### config.mk
export PLATFORM = sky130hd
export DESIGN_NAME = cp0_vec_flat
export DESIGN_NICKNAME = d
export VERILOG_FILES = /design/src/rtl/cp0_vec_pkg.sv /design/src/rtl/cp0_vec_if.sv /design/src/rtl/cp0_vec_prio.sv /design/src/rtl/cp0_vec.sv /design/src/flat_wrapper.sv
export SDC_FILE = /design/constraint.sdc
export NUM_CORES = 1
export LEC_CHECK = 0
export BUFFER_PORTS_ARGS = -buffer_cell sky130_fd_sc_hd__buf_2
export CAP_MARGIN = 20
export CORE_ASPECT_RATIO = 1.1
export CORE_MARGIN = 2
export CORE_UTILIZATION = 42
export CTS_BUF_LIST = sky130_fd_sc_hd__clkbuf_4
export CTS_CLUSTER_SIZE = 40
export DETAILED_ROUTE_END_ITERATION = 16
export GPL_TIMING_DRIVEN = 0
export PLACE_DENSITY = 0.79
export SETUP_SLACK_MARGIN = 0.15
export SLEW_MARGIN = 15
export SYNTH_ARGS = -nofsm -noshare
export SYNTH_HDL_FRONTEND = slang
export SYNTH_SLANG_ARGS = --single-unit
### constraint.sdc
create_clock -name clock -period 1.2 [get_ports clock]
set_input_delay 0.18 -clock clock [delete_from_list [all_inputs] [get_ports clock]]
set_output_delay 0.18 -clock clock [all_outputs]
set_load 0.005 [all_outputs]
### src/rtl/cp0_vec_pkg.sv
// Shared constants for the CP0 status/cause/EPC/PRId register block.
// Select codes, bit positions of the SR/Cause fields and the default processor ID.
package cp0_vec_pkg;

   localparam logic [4:0] SEL_SR    = 5'd12;
   localparam logic [4:0] SEL_CAUSE = 5'd13;
   localparam logic [4:0] SEL_EPC   = 5'd14;
   localparam logic [4:0] SEL_PRID  = 5'd15;

   localparam int IP_BASE = 10;
   localparam int IM_BASE = 10;
   localparam int EXL_BIT = 1;
   localparam int IE_BIT  = 0;

   localparam logic [31:0] PRID_DEFAULT = 32'h0000_0017;

endpackage

### src/rtl/cp0_vec_if.sv
// Bundle of CP0 datapath/control signals between the pipeline controller and cp0_vec.
// The master drives interrupt lines, PC, write data and strobes; the slave returns status.
interface cp0_vec_if #(
   parameter int NINT = 6
);
   logic [NINT-1:0] hw_int;
   logic [29:0]     pc;
   logic [31:0]     din;
   logic [4:0]      sel;
   logic            wen;
   logic            epc_wr;
   logic            exl_set;
   logic            exl_clr;
   logic            int_req;
   logic [3:0]      int_id;
   logic [29:0]     epc;
   logic [31:0]     dout;

   modport slave (
      input  hw_int, pc, din, sel, wen, epc_wr, exl_set, exl_clr,
      output int_req, int_id, epc, dout
   );

   modport master (
      output hw_int, pc, din, sel, wen, epc_wr, exl_set, exl_clr,
      input  int_req, int_id, epc, dout
   );
endinterface

### src/rtl/cp0_vec_prio.sv
// Fixed-priority encoder: lowest set index wins; idx is 0 when nothing is set.
module cp0_vec_prio #(
   parameter int NINT = 6
) (
   input  logic [NINT-1:0] req,
   output logic            any,
   output logic [3:0]      idx
);

   always_comb begin
      any = |req;
      idx = 4'd0;
      // Scan downward so the lowest pending index is the last assignment.
      for (int i = NINT - 1; i >= 0; i--) begin
         if (req[i]) begin
            idx = 4'(i);
         end
      end
   end

endmodule

### src/rtl/cp0_vec.sv
// CP0 register block: SR, Cause, EPC, PRId with vectored interrupt request/ID.
// Define CP0_VEC_STICKY_EN to make Cause.IP sticky with write-one-to-clear.
module cp0_vec
   import cp0_vec_pkg::*;
#(
   parameter int          NINT = 6,
   parameter logic [31:0] PRID = PRID_DEFAULT
) (
   input  logic        clock,
   input  logic        reset,
   cp0_vec_if.slave    bus
);

   logic [NINT-1:0] im_q, im_d;
   logic [NINT-1:0] ip_q, ip_d;
   logic            ie_q, ie_d;
   logic            exl_q, exl_d;
   logic [29:0]     epc_q, epc_d;

   logic            wr_sr;
   logic            wr_cause;
   logic            wr_epc;
   logic            pend_any;
   logic [3:0]      pend_idx;

   assign wr_sr    = bus.wen && (bus.sel == SEL_SR);
   assign wr_cause = bus.wen && (bus.sel == SEL_CAUSE);
   assign wr_epc   = bus.wen && (bus.sel == SEL_EPC);

   always_comb begin
      im_d  = im_q;
      ie_d  = ie_q;
      exl_d = exl_q;
      epc_d = epc_q;

      if (wr_sr) begin
         im_d  = bus.din[IM_BASE +: NINT];
         ie_d  = bus.din[IE_BIT];
         exl_d = bus.din[EXL_BIT];
      end

      // Exception entry/return strobes override only the EXL bit of an SR write.
      if (bus.exl_set) begin
         exl_d = 1'b1;
      end else if (bus.exl_clr) begin
         exl_d = 1'b0;
      end

      if (bus.epc_wr) begin
         epc_d = bus.pc;
      end else if (wr_epc) begin
         epc_d = bus.din[31:2];
      end
   end

   generate
      for (genvar gi = 0; gi < NINT; gi++) begin : g_ip
`ifdef CP0_VEC_STICKY_EN
         // A live request beats a same-cycle software clear.
         assign ip_d[gi] = bus.hw_int[gi] |
                           (ip_q[gi] & ~(wr_cause & bus.din[IP_BASE + gi]));
`else
         assign ip_d[gi] = bus.hw_int[gi];
`endif
      end
   endgenerate

   always_ff @(posedge clock) begin
      if (reset) begin
         im_q  <= '0;
         ip_q  <= '0;
         ie_q  <= 1'b0;
         exl_q <= 1'b0;
         epc_q <= '0;
      end else begin
         im_q  <= im_d;
         ip_q  <= ip_d;
         ie_q  <= ie_d;
         exl_q <= exl_d;
         epc_q <= epc_d;
      end
   end

   cp0_vec_prio #(
      .NINT (NINT)
   ) u_prio (
      .req (ip_q & im_q),
      .any (pend_any),
      .idx (pend_idx)
   );

   assign bus.int_req = pend_any & ie_q & ~exl_q;
   assign bus.int_id  = pend_idx;
   assign bus.epc     = epc_q;

   always_comb begin
      bus.dout = 32'd0;
      case (bus.sel)
         SEL_SR: begin
            bus.dout[IM_BASE +: NINT] = im_q;
            bus.dout[EXL_BIT]         = exl_q;
            bus.dout[IE_BIT]          = ie_q;
         end
         SEL_CAUSE: bus.dout[IP_BASE +: NINT] = ip_q;
         SEL_EPC:   bus.dout = {epc_q, 2'b00};
         SEL_PRID:  bus.dout = PRID;
         default:   bus.dout = 32'd0;
      endcase
   end

endmodule
### src/flat_wrapper.sv
// flat-port wrapper written by rule: the top's interface ports become plain ports
module cp0_vec_flat import cp0_vec_pkg::*;
#(
   parameter int          NINT = 6,
   parameter logic [31:0] PRID = PRID_DEFAULT
)
  (clock, reset, bus_hw_int, bus_pc, bus_din, bus_sel, bus_wen, bus_epc_wr, bus_exl_set, bus_exl_clr, bus_int_req, bus_int_id, bus_epc, bus_dout);
  cp0_vec_if #(.NINT(NINT)) bus_i ();
  input  logic clock;
  input  logic reset;
  input wire logic [$bits(bus_i.hw_int)-1:0] bus_hw_int;
  input wire logic [$bits(bus_i.pc)-1:0] bus_pc;
  input wire logic [$bits(bus_i.din)-1:0] bus_din;
  input wire logic [$bits(bus_i.sel)-1:0] bus_sel;
  input wire logic [$bits(bus_i.wen)-1:0] bus_wen;
  input wire logic [$bits(bus_i.epc_wr)-1:0] bus_epc_wr;
  input wire logic [$bits(bus_i.exl_set)-1:0] bus_exl_set;
  input wire logic [$bits(bus_i.exl_clr)-1:0] bus_exl_clr;
  output wire logic [$bits(bus_i.int_req)-1:0] bus_int_req;
  output wire logic [$bits(bus_i.int_id)-1:0] bus_int_id;
  output wire logic [$bits(bus_i.epc)-1:0] bus_epc;
  output wire logic [$bits(bus_i.dout)-1:0] bus_dout;
  assign bus_i.hw_int = bus_hw_int;
  assign bus_i.pc = bus_pc;
  assign bus_i.din = bus_din;
  assign bus_i.sel = bus_sel;
  assign bus_i.wen = bus_wen;
  assign bus_i.epc_wr = bus_epc_wr;
  assign bus_i.exl_set = bus_exl_set;
  assign bus_i.exl_clr = bus_exl_clr;
  assign bus_int_req = bus_i.int_req;
  assign bus_int_id = bus_i.int_id;
  assign bus_epc = bus_i.epc;
  assign bus_dout = bus_i.dout;
  cp0_vec #(.NINT(NINT), .PRID(PRID)) u_core (.clock(clock), .reset(reset), .bus(bus_i));
endmodule
==> results of run 1 <==
-- stage by stage --
step	utilization, %	instances	hold WS (ns)
3_5_place_dp	57.8	517	0.400
6_report	78.0	565	0.0402
3_3_place_gp	57.8	517	0.396
4_1_cts	72.2	550	0.0290
5_1_grt	78.0	565	0.0355
2_1_floorplan	-	296	0.308
-- flip-flops by register name, indices dropped and copies added, names as in the netlist --
name / count
u_core.ip_q: 6
u_core.ie_q: 1
u_core.exl_q: 1
u_core.bus.epc: 30
u_core.im_q: 6
-- per-layer routing --
metal | vias up | wire length, um
met5 | - | 0
met4 | 0 | 283
met3 | 24 | 650
met2 | 138 | 5500
met1 | 1488 | 4290
li1 | 1440 | -
-- layout make-up --
| class | count | area [um2] |
|---|---|---|
| buffer | 31 | 328 |
| clock inverter | 3 | 13.8 |
| tap | 80 | 100 |
| inverter | 2 | 7.51 |
| sequential | 44 | 983 |
| clock buffer | 5 | 37.5 |
| timing repair buffer | 181 | 1410 |
| multi-input combinational | 219 | 1980 |
| fill | 423 | 1370 |
-- worst register-to-register path, delay by kind of cell, from the launching register on --
family	cells	cell delay, ns
flops	1	0.36
buf+inv	2	0.26
simple gates	2	0.22
-- cells in the mapped netlist (2+ instances only) --
master	number	area (um2)
a21oi_1	9	45.0
a22oi_1	4	30.0
and3_1	23	144
buf_12	3	60.1
buf_2	5	25.0
buf_4	7	52.6
clkbuf_1	14	52.6
dfxtp_1	44	881
inv_1	2	7.51
mux2i_1	13	130
nand2_1	7	26.3
nor2_1	25	93.8
nor2b_1	37	231
nor3_1	30	150
nor3_2	30	300
nor4_2	30	375
-- repair_timing --
action	4_1_cts	5_1_grt
buffers inserted	16	15
resized for setup	132	57
cloned	9	0
pin swaps	45	15
endpoints found under the setup margin	93	100
hold buffers	0	0
endpoints found under the hold margin	0	0
-- power by group --
part | total, W | switching (W) | internal (W)
sequential | 0.00164 | 0.0000987 | 0.00155
clock | 0.000725 | 0.000508 | 0.000217
combinational | 0.000988 | 0.000443 | 0.000546
total | 0.00336 | 0.00105 | 0.00231
-- cell families after synthesis --
family | share of synthesized area (%)
AND/OR/NAND/NOR | 51.0
flip-flops | 32.4
buffers and inverters | 7.83
AO/OA/AOI/OAI | 3.82
multiplexers | 4.79
other | 0.138
-- worst paths after layout --
| kind | start | to | slack [ns] |
|---|---|---|---|
| setup reg to reg | u_core.bus.epc[7] | u_core.bus.epc[7] | 0.25 |
| hold reg to reg | u_core.ie_q | u_core.ie_q | 0.54 |
| hold / removal | bus_hw_int[3] | u_core.ip_q[3] | 0.04 |
| setup / recovery | u_core.ip_q[4] | bus_int_id[0] | -0.33 |
==> flow_summary.ini, run 1 <==
[timing]
worst_pin_slew_ns = 0.663
slew_headroom_pct = 55.8
finalSetupTns_ns = -4.94
setup_viol_count_final = 50
setup_slack_ns = -0.328
period_share_pct = 127
grt_setup_unrepaired = true
clock.fmax_ghz = 0.654
clock_skew_ns = 0
hold_viol_final = 0
fin_crit_ns = 1.53
slew_viol_final = 0

[setup_path]
cpPeakStageDelay_ns = 0.37
critPathTopFamily = compound AO/OA/AOI/OAI gates
cp.required_ns = 1.02
cp-start-kind = register
slowest_stage = dfxtp_2
reg2reg_depth = 4
endpoint_kind = output port
path_cells = nand2_1 > a32o_1 > a22oi_1 > a21oi_1 > buf_2
path_buf_inv = 1
path_depth = 5
path_max_fanout = 3
cp.arrival_ns = 1.35
worstSetupPathType = reg -> out

[cts]
clock-root-buffer = clkbuf_4
htree_num_levels = 2
cts_buffer_depth = 2
cts_tree = built
path_clk_slew_ns = 0.13
clkSinkCount = 44
cts_made_buffers = 5
insertion_delay_ns = 0.35

[grt]
antenna_found_initial = 0
grt_remaining_overflow = 0
grt_use_total_pct = 27.4
grt_use_met3_pct = 4.59
grt_pass1_vias = 2969
grt_max_degree = 14
grt.busiest_layer = met2
grt_pass1_wl_um = 15000
gr-usage-met2_pct = 50.5
global_route.usage.met1_pct = 33.1

[route]
drt-pass1-iter-count = 4
drt-initial-drc-count = 134
drc = 0
vias_per_cell = 5.47
routed_wl_um = 10700
vias = 3090
wl_per_cell_um = 19.0
ant_nets = 0

[floorplan]
die_h_um = 88.3
dieArea_um2 = 7120
num_rows = 30
initial_utilization_pct = 43.6
die_width_um = 80.7
fp.coreArea_um2 = 6230
pin_count = 146

[worst_hold_path]
whs_path_depth = 2
hp-class = in -> reg

[synth]
synth_warnings = 0
yosysSeqAreaShare_pct = 32.4
netlist_area_um2 = 2720
ys_types = 29
synth_flop_cell = dfxtp_1
avgSynthCellArea_um2 = 9.17
syn_nets = 375
synthArstFlopShare_pct = 0
syn_inst = 296
synth_edf_count = 0
synth-seq-cells = 44

[power]
max-vdd-ir-drop_mv = 0.557
p_leak_nw = 2.07
powerDensity_nw_per_um2 = 691
power.total_w = 0.00336

[run]
maxCapViolCount = 0

[final_layout]
antenna_cells = 0
fin_area_um2 = 4860
fin_nets = 563
final_cell_mix = 112 x buf_2, 41 x buf_6, 37 x nor2b_1
final_common_cell = buf_2
area_growth_pct = 79.0
drive_above_1_share_pct = 74.0

[run_status]
violations = negative setup slack
outcome = finished, violations left

[place]
port-buffer-count = 141
place_ws_ns = -0.407
dpl_cell_area_um2 = 3600
hpwl_um = 6140
gp_congestion = 0.796
Note: power is estimated with default switching activity, not from simulation.
==> inputs of run 2 (changes only) <==
CORE_ASPECT_RATIO = 0.5   (was 1.1)
==> run 2 against run 1 <==
  * The flow finishes with violations (negative hold slack, negative setup slack)
  * Cell count increased by 4.4%
  * Critical endpoint is now bus_dout[14]
  * Largest cell class unchanged
  * Critical path type unchanged
  * First-iteration DRC count rose to 2.9 times the previous value
  * Largest power group unchanged
  * Sequential power barely moved
  * Utilization up 8.5 points
  * Setup slack lost 0.24 ns
==> flow_summary.ini, run 2 (same netlist as run 1, synthesis figures left out) <==
[run_status]
outcome = finished, violations left
violations = negative hold slack, negative setup slack

[place]
port-buffer-count = 141
gp_congestion = 0.755
hpwl_um = 6180
dpl.cell_count = 525

[power]
seq_power_share_pct = 42.7
powerDensity_nw_per_um2 = 726
p_int_w = 0.00260
p_leak_nw = 2.26
p_clk_share_pct = 27.0
p_sw_w = 0.00126
max-vdd-ir-drop_mv = 0.523
power.total_w = 0.00386
swShare_pct = 32.7
comb_power_share_pct = 30.3

[floorplan]
initial_utilization_pct = 44.1
dieArea_um2 = 7160
die_width_um = 118
fp.coreArea_um2 = 6160
num_rows = 20
pin_count = 146
die_h_um = 60.9

[setup_path]
endpoint_kind = output port
path_max_fanout = 3
cp.required_ns = 1.02
r2r_setup_slack_ns = 0.20
worstSetupPathType = reg -> out
cp.arrival_ns = 1.59
cp-start-kind = register

[timing]
setup_slack_ns = -0.566
slew_viol_final = 0
fin_crit_ns = 1.77
grt_setup_unrepaired = true
slew_headroom_pct = 55.4
setup_viol_count_final = 68
clock_skew_ns = 0
hold-worst-slack_ns = -0.00198
clock.fmax_ghz = 0.566
worst_pin_slew_ns = 0.669
period_share_pct = 147
hold_viol_final = 1

[grt]
grt_pass1_wl_um = 16700
grt_max_degree = 16
antenna_found_initial = 1
grt_remaining_overflow = 0
grt_use_total_pct = 30.3
grt_pass1_vias = 3185

[cts]
path_clk_slew_ns = 0.17
cts_tree = built
clkSinkCount = 44
insertion_delay_ns = 0.38
cts_made_buffers = 5
cts_buffer_depth = 2
htree_num_levels = 2
clock-root-buffer = clkbuf_4

[route]
drt-pass1-iter-count = 5
drt-initial-drc-count = 389
drc = 0
vias = 3628
routed_wl_um = 14300
wl_per_cell_um = 24.3
ant_nets = 0
vias_per_cell = 6.15

[run]
maxCapViolCount = 0

[final_layout]
multi_input_area_um2 = 2170
layoutNonFillerInstCount = 590
drive_above_1_share_pct = 79.9
fin_nets = 580
fillerInstances = 282
final_cell_mix = 99 x buf_2, 55 x buf_6, 38 x buf_4
final_common_cell = buf_2
area_growth_pct = 96.0
largest_register_ffs = 30
final_core_util_pct = 86.4
seqCellArea_um2 = 976
antenna_cells = 0

[worst_hold_path]
hp-class = in -> reg
[run 2: cell types whose count changed in the layout (fill, tap and decap cells not counted), moves of 4 or more]
cell / previous run / this run
nor2_1: 24 / 19
buf_2: 112 / 99
buf_4: 24 / 38
nor3_4: 24 / 34
buf_6: 41 / 55
nor3_1: 16 / 1
nor3_2: 20 / 25
nor2_4: 0 / 4
[run 2: critical path, cell delays in order (launching register included)]
cell and delay (ns):
dfxtp_2 0.38, buf_6 0.11, mux2i_1 0.23, nor2_1 0.12
a21oi_2 0.15, nor2_2 0.05, buf_2 0.15
[run 2: metal layers]
metal	GRT usage (%)	routed length [um]
met5	0	13
met4	13.3	840
met3	6.67	1720
met2	55.4	6510
met1	35.8	5230
[run 2: power by group through the flow]
stage / clock network (W) / registers, W / logic [W]
final: 0.00104 / 0.00165 / 0.00117
after global routing: 0.00108 / 0.00166 / 0.00121
after CTS: 0.00100 / 0.00165 / 0.000864
after detailed placement: 0 / 0.00166 / 0.000680
after global placement: 0 / 0.00166 / 0.000667
after floorplan: 0 / 0.00166 / 0.000391
[run 2: layout make-up]
cell class | instances | area share, %
well taps | 88 | 2.07
flip-flops and latches | 44 | 18.3
clock buffers | 5 | 0.705
plain buffers | 31 | 6.72
clock inverters | 3 | 0.893
repair buffers | 198 | 30.3
inverters | 2 | 0.141
multi-input cells | 219 | 40.8
[run 2: repair_timing]
action | in CTS | in global routing
resized for setup | 140 | 109
hold buffers | 1 | 1
cloned | 7 | 4
endpoints found under the hold margin | 1 | 1
pin swaps | 65 | 35
setup buffers | 18 | 26
endpoints found under the setup margin | 86 | 103
[run 2: worst paths after layout]
path / startpoint / end / depth (start not counted)
setup / recovery: u_core.im_q[4] / bus_dout[14] / 6
hold / removal: bus_hw_int[3] / u_core.ip_q[3] / 2
hold reg to reg: u_core.bus.epc[1] / u_core.bus.epc[1] / 2
setup reg to reg: u_core.bus.epc[0] / u_core.bus.epc[0] / 4
[run 2: per-stage QoR]
| step | cell area [um2] | TNS (ns) | setup WS (ns) |
|---|---|---|---|
| CTS | 4530 | -3.14 | -0.342 |
| detailed placement | 3610 | -16.17 | -0.347 |
| global placement | 3610 | -14.90 | -0.319 |
| floorplan | 2800 | -0.00743 | -0.00743 |
| global route | 5320 | -10.60 | -0.543 |
| finish | 5320 | -9.85 | -0.566 |
